**config.mk**
```make
export PLATFORM = sky130hd
export DESIGN_NAME = dadda_ks_mac8
export DESIGN_NICKNAME = d
export VERILOG_FILES = /design/src/rtl/dadda_ks_mac_pkg.sv /design/src/rtl/dadda_mul8.sv /design/src/rtl/dadda_ks_mac8.sv
export SDC_FILE = /design/constraint.sdc
export NUM_CORES = 1
export LEC_CHECK = 0
export CAP_MARGIN = 20
export CORE_MARGIN = 2
export CORE_UTILIZATION = 35
export DETAILED_ROUTE_END_ITERATION = 16
export PLACE_DENSITY = 0.57
export SLEW_MARGIN = 25
export SYNTH_ARGS = -nofsm -noshare
export SYNTH_HDL_FRONTEND = slang
export SYNTH_HIERARCHICAL = 1
export SYNTH_SLANG_ARGS = --single-unit
export TNS_END_PERCENT = 30
```
**constraint.sdc**
```tcl
create_clock -name clk -period 9.1 [get_ports clk]
set_clock_uncertainty 0.05 [all_clocks]
set_input_delay 1.82 -clock clk [delete_from_list [all_inputs] [get_ports clk]]
set_output_delay 1.82 -clock clk [all_outputs]
set_load 0.005 [all_outputs]
```
**src/rtl/dadda_ks_mac_pkg.sv**
```systemverilog
// rtl/dadda_ks_mac_pkg.sv - shared widths, types and Dadda stage heights for the 8x8 MAC
//
// Purpose: common definitions for dadda_mul8 and dadda_ks_mac8.
// Ports:   none (package).
package dadda_ks_mac_pkg;

  localparam int OP_W  = 8;
  localparam int ACC_W = 16;

  typedef logic [OP_W-1:0]  op_t;
  typedef logic [ACC_W-1:0] acc_t;

  // Maximum column height allowed after each reduction stage of an
  // 8-row Dadda tree (8 -> 6 -> 4 -> 3 -> 2).
  function automatic int dadda_height(input int stage);
    case (stage)
      0:       return 6;
      1:       return 4;
      2:       return 3;
      default: return 2;
    endcase
  endfunction

endpackage

```
**src/rtl/dadda_mul8.sv**
```systemverilog
// rtl/dadda_mul8.sv - combinational 8x8 unsigned Dadda-tree multiplier
//
// Purpose: p = a * b (full 16-bit product, no truncation).
// Ports:
//   a  input  op_t   multiplicand
//   b  input  op_t   multiplier
//   p  output acc_t  product
module dadda_mul8
  import dadda_ks_mac_pkg::*;
(
  input  op_t  a,
  input  op_t  b,
  output acc_t p
);

  // Bit heap: cur[c] holds the bits of weight 2^c, packed from index 0,
  // hc[c] is how many of them are live. The loops below are fully
  // bounded, so the heap bookkeeping folds away and only the adder
  // network remains.
  logic [7:0] cur [16];
  logic [7:0] nxt [16];
  int         hc  [16];
  int         hn  [16];
  int         k;
  int         d;
  int         rem;
  logic       x;
  logic       y;
  logic       z;
  acc_t       row0;
  acc_t       row1;

  always_comb begin
    x    = 1'b0;
    y    = 1'b0;
    z    = 1'b0;
    k    = 0;
    d    = 0;
    rem  = 0;
    row0 = '0;
    row1 = '0;
    for (int c = 0; c < 16; c++) begin
      cur[4'(c)] = '0;
      nxt[4'(c)] = '0;
      hc[4'(c)]  = 0;
      hn[4'(c)]  = 0;
    end

    for (int i = 0; i < 8; i++) begin
      for (int j = 0; j < 8; j++) begin
        cur[4'(i+j)][3'(hc[4'(i+j)])] = b[3'(i)] & a[3'(j)];
        hc[4'(i+j)] += 1;
      end
    end

    for (int s = 0; s < 4; s++) begin
      d = dadda_height(s);
      for (int c = 0; c < 16; c++) begin
        nxt[4'(c)] = '0;
        hn[4'(c)]  = 0;
      end
      // Columns are walked LSB first so the carries landing in column c
      // during this stage are already counted before c is reduced.
      // Dadda rule: add only as many adders as needed to reach height d,
      // using a half adder when exactly one bit must go.
      for (int c = 0; c < 16; c++) begin
        k = 0;
        for (int r = 0; r < 4; r++) begin
          rem = hc[4'(c)] - k;
          if (rem + hn[4'(c)] > d) begin
            x = cur[4'(c)][3'(k)];
            y = cur[4'(c)][3'(k+1)];
            if (rem + hn[4'(c)] == d + 1) begin
              z = 1'b0;
              k += 2;
            end else begin
              z = cur[4'(c)][3'(k+2)];
              k += 3;
            end
            nxt[4'(c)][3'(hn[4'(c)])] = x ^ y ^ z;
            hn[4'(c)] += 1;
            if (c < 15) begin
              nxt[4'(c+1)][3'(hn[4'(c+1)])] = (x & y) | (x & z) | (y & z);
              hn[4'(c+1)] += 1;
            end
          end
        end
        for (int r = 0; r < 8; r++) begin
          if (r >= k && r < hc[4'(c)]) begin
            nxt[4'(c)][3'(hn[4'(c)])] = cur[4'(c)][3'(r)];
            hn[4'(c)] += 1;
          end
        end
      end
      cur = nxt;
      hc  = hn;
    end

    for (int c = 0; c < 16; c++) begin
      row0[4'(c)] = cur[4'(c)][0];
      row1[4'(c)] = cur[4'(c)][1];
    end
  end

  // Final carry-propagate add of the two remaining rows.
  assign p = row0 + row1;

endmodule

```
**src/rtl/dadda_ks_mac8.sv**
```systemverilog
// rtl/dadda_ks_mac8.sv - 8x8 unsigned multiply-accumulate, Dadda multiplier + Kogge-Stone adder
//
// Purpose: each rising edge {cout,out} <= out + a*b + cin; 1-cycle latency.
// Option:  MAC_SATURATE_EN defined -> on overflow out clamps to 16'hFFFF
//          (cout=1 that cycle); otherwise out wraps modulo 2^16.
// Ports:
//   clk   input        clock, rising edge
//   rst   input        synchronous active-low reset
//   a     input  [7:0] multiplicand
//   b     input  [7:0] multiplier
//   cin   input        carry into accumulation LSB
//   out   output [15:0] registered accumulator
//   cout  output       registered carry-out of the last accumulation
module dadda_ks_mac8
  import dadda_ks_mac_pkg::*;
(
  input  logic       clk,
  input  logic       rst,
  input  logic [7:0] a,
  input  logic [7:0] b,
  input  logic       cin,
  output logic [15:0] out,
  output logic       cout
);

  acc_t prod;
  acc_t hp;
  acc_t g;
  acc_t pp;
  acc_t sum;
  logic ks_cout;

  dadda_mul8 u_mul (
    .a (a),
    .b (b),
    .p (prod)
  );

  // Kogge-Stone prefix adder: out + prod + cin. cin is folded into the
  // bit-0 generate so every g[i] becomes the carry out of bit i.
  // Shifting zeros into the low propagate bits is harmless: those
  // positions already hold their final group generate.
  always_comb begin
    hp    = out ^ prod;
    g     = out & prod;
    pp    = hp;
    g[0]  = g[0] | (hp[0] & cin);
    for (int l = 0; l < 4; l++) begin
      g  = g | (pp & (g << (1 << l)));
      pp = pp & (pp << (1 << l));
    end
    sum     = hp ^ {g[14:0], cin};
    ks_cout = g[15];
  end

  always_ff @(posedge clk) begin
    if (!rst) begin
      out  <= '0;
      cout <= 1'b0;
    end else begin
`ifdef MAC_SATURATE_EN
      out  <= ks_cout ? 16'hFFFF : sum;
`else
      out  <= sum;
`endif
      cout <= ks_cout;
    end
  end

endmodule

```
==> results.toml <==
[clocking]
cts.root.buffer_cell = "clkbuf_8"
clk_transition_reported_paths_ns = 0.08
cts_made_buffers = 3
h-tree-depth = 1
clock_sink_count = 17
cts_tree = "built"
ctsHoldBuffers = 0
clock_latency_ns = 0.26
cts_resized = 0
cts.path.max_buffers = 2
post_cts_buffers = 0

[synthesis]
synth_warnings = 6
synth_top_family_by_area = "adder cells"
synth_compound_area_share_pct = 21.6
synth_seq_cells = 17
synthFlopType = "dfxtp_1"
synth_xor_area_share_pct = 4.92
synth_fa_ha_area_share_pct = 22.7
synth.distinct_cells = 38
synth_edf_count = 0
async_reset_ff_share_pct = 0
yosys.area_share.simple_pct = 20.7
seq_area_frac_synth_pct = 21.2
syn-cell-area_um2 = 1600
synthCells = 189
synthMuxAreaShare_pct = 2.50
syn_area_per_cell_um2 = 8.47

[worst_hold_path]
holdPathEnd = "out[1]"
hp-start = "out[1]"
worstHoldPathType = "reg -> reg"
min_delay_path_depth = 3

[grt]
track_usage_pct = 14.0
grt_pass1_wl_mm = 5.79
grt_pass1_vias = 1295
grt_max_degree = 13
antenna_found_initial = 0
grt-ovfl-total = 0

[drt]
ant_nets = 0
drc = 0
routed_wl_mm = 3.31
vias_per_cell = 4.87
first_pass_iters = 4
wire_per_inst_um = 12.3
vias = 1309
drtIter0Drc = 27

[power_and_ir_drop]
power.total_uw = 374
p_per_area_nw_per_um2 = 192
ir_worst_vdd_v = 0.0000812
leakagePower_nw = 0.878

[final_layout]
drive_gt1_share_pct = 4.15
final_common_cell = "clkdlybuf4s50_1"
mostFrequentLayoutCells = "clkdlybuf4s50_1 (27), ha_1 (21), dfxtp_1 (17)"
layoutNonFillerInstCount = 269
fin_nets = 263
area_delta_synth_final_pct = 21.2
antenna_cells = 0

[critical_path]
cp_data_arrival_time_ns = 5.63
reg2reg_slack_ns = 6.82
path_max_fanout = 5
critPathRequiredTime_ns = 9.24
r2r-end = "out[14]"
rr_worst_depth = 8
rr_startpoint = "out[0]"
end_kind = "register"
crit_type = "in -> reg"
startpoint_type = "primary input"

[timing]
finalSetupTns_ns = 0
clock.fmax_ghz = 0.182
fin_crit_sh_pct = 60.3
rsz0062_at_grt = "false"
finalWorstSetupSlack_ns = 3.61
period_minus_slack_ns = 5.49
slew_viol_final = 0
finalHoldViolations = 0
finalSetupViolCount = 0
whs_ns = 0.611

[place]
gpl.final_weighted_congestion = 0.799
io_buffers = 27
dp_cells = 265
dp_slack_ns = 3.33
dp_hpwl_mm = 2.68

[floorplanning]
die_area_um2 = 5130
start_util_pct = 36.5
die_w_um = 71.6
core_area_um2 = 4380
dieHeight_um = 71.6
rows = 24
io-pin-count = 36

[status]
outcome = "finished, final reports clean"

[run]
drv_cap = 0
## worst max-delay path, cell delays in order
cell             delay, ns
clkdlybuf4s50_1       0.45
and2_1                0.18
ha_1                  0.27
inv_1                 0.05
fa_1                  0.47
inv_1                 0.04
ha_1                  0.31
a21oi_1               0.22
nor3_1                0.07
a21o_1                0.18
ha_1                  0.34
a21oi_2               0.20
o21bai_1              0.11
a221o_1               0.38
a211oi_1              0.32
mux2i_1               0.21
## state kept, by name, summed over array words and instances, names as in the netlist
signal,count
out,16
cout,1
## worst max-delay path by stage
stage,from,to,slack [ns],cells past startpoint
after floorplan,b[1],out[14],4.09,15
after global placement,b[1],out[14],3.34,16
after detailed placement,b[1],out[14],3.33,16
after CTS,b[1],out[14],3.61,16
after global routing,b[1],out[14],3.35,16
final,b[1],out[14],3.61,16
## stage by stage
stage	instance area, um2	util (%)
5_1_grt	1940	44.3
3_3_place_gp	1900	43.2
3_5_place_dp	1900	43.2
4_1_cts	1940	44.3
2_1_floorplan	1630	-
6_report	1940	44.3
## cells in the mapped netlist (2+ instances only)
library cell / number / area [um2]
a211oi_1: 5 / 37.5
a21oi_1: 16 / 80.1
o21bai_1: 2 / 15.0
xor2_1: 6 / 52.6
and2_1: 15 / 93.8
o21a_1: 3 / 22.5
a21o_1: 8 / 60.1
nor2_1: 10 / 37.5
clkbuf_1: 2 / 7.51
mux2i_1: 4 / 40.0
nand2b_1: 6 / 37.5
inv_1: 8 / 30.0
ha_1: 21 / 263
and3_1: 2 / 12.5
a2111oi_0: 2 / 17.5
o2111ai_1: 2 / 17.5
buf_4: 8 / 60.1
nand2_1: 15 / 56.3
xnor2_1: 3 / 26.3
nor3_1: 6 / 30.0
o211ai_1: 2 / 15.0
dfxtp_1: 17 / 340
nand3_1: 7 / 35.0
fa_1: 5 / 100
## cell families (layout without fill, tap and decap cells)
kind of cell,Yosys count,count (layout)
compound gates,49,49
xor+xnor,9,9
fa+ha+maj,26,26
buf+inv,18,39
flops,17,17
mux,4,4
other cells,1,8
simple gates,65,65
## metal layers
metal  vias up  global-route usage [%]  part of all wire, %
met5         -                       0                    0
met2        17                    23.5                   45
met1       577                    18.7                   51
met4         0                    1.89                 0.30
li1        713                       -                    -
met3         2                    3.38                  3.7
## area by class of cell
| cell class | count | area (um2) |
|---|---|---|
| Clock buffer | 3 | 41.3 |
| Clock inverter | 1 | 5.00 |
| Fill cell | 462 | 2440 |
| Inverter | 8 | 30.0 |
| Multi-Input combinational cell | 161 | 1190 |
| Sequential cell | 17 | 340 |
| Tap cell | 52 | 65.1 |
| Timing Repair Buffer | 27 | 270 |
## power breakdown
part / internal (mW) / total, mW / switching (mW)
Sequential: 0.0959 / 0.107 / 0.0116
Combinational: 0.107 / 0.206 / 0.0990
Clock: 0.0305 / 0.0597 / 0.0293
Total: 0.234 / 0.374 / 0.140
(Power assumes the default switching activity.)
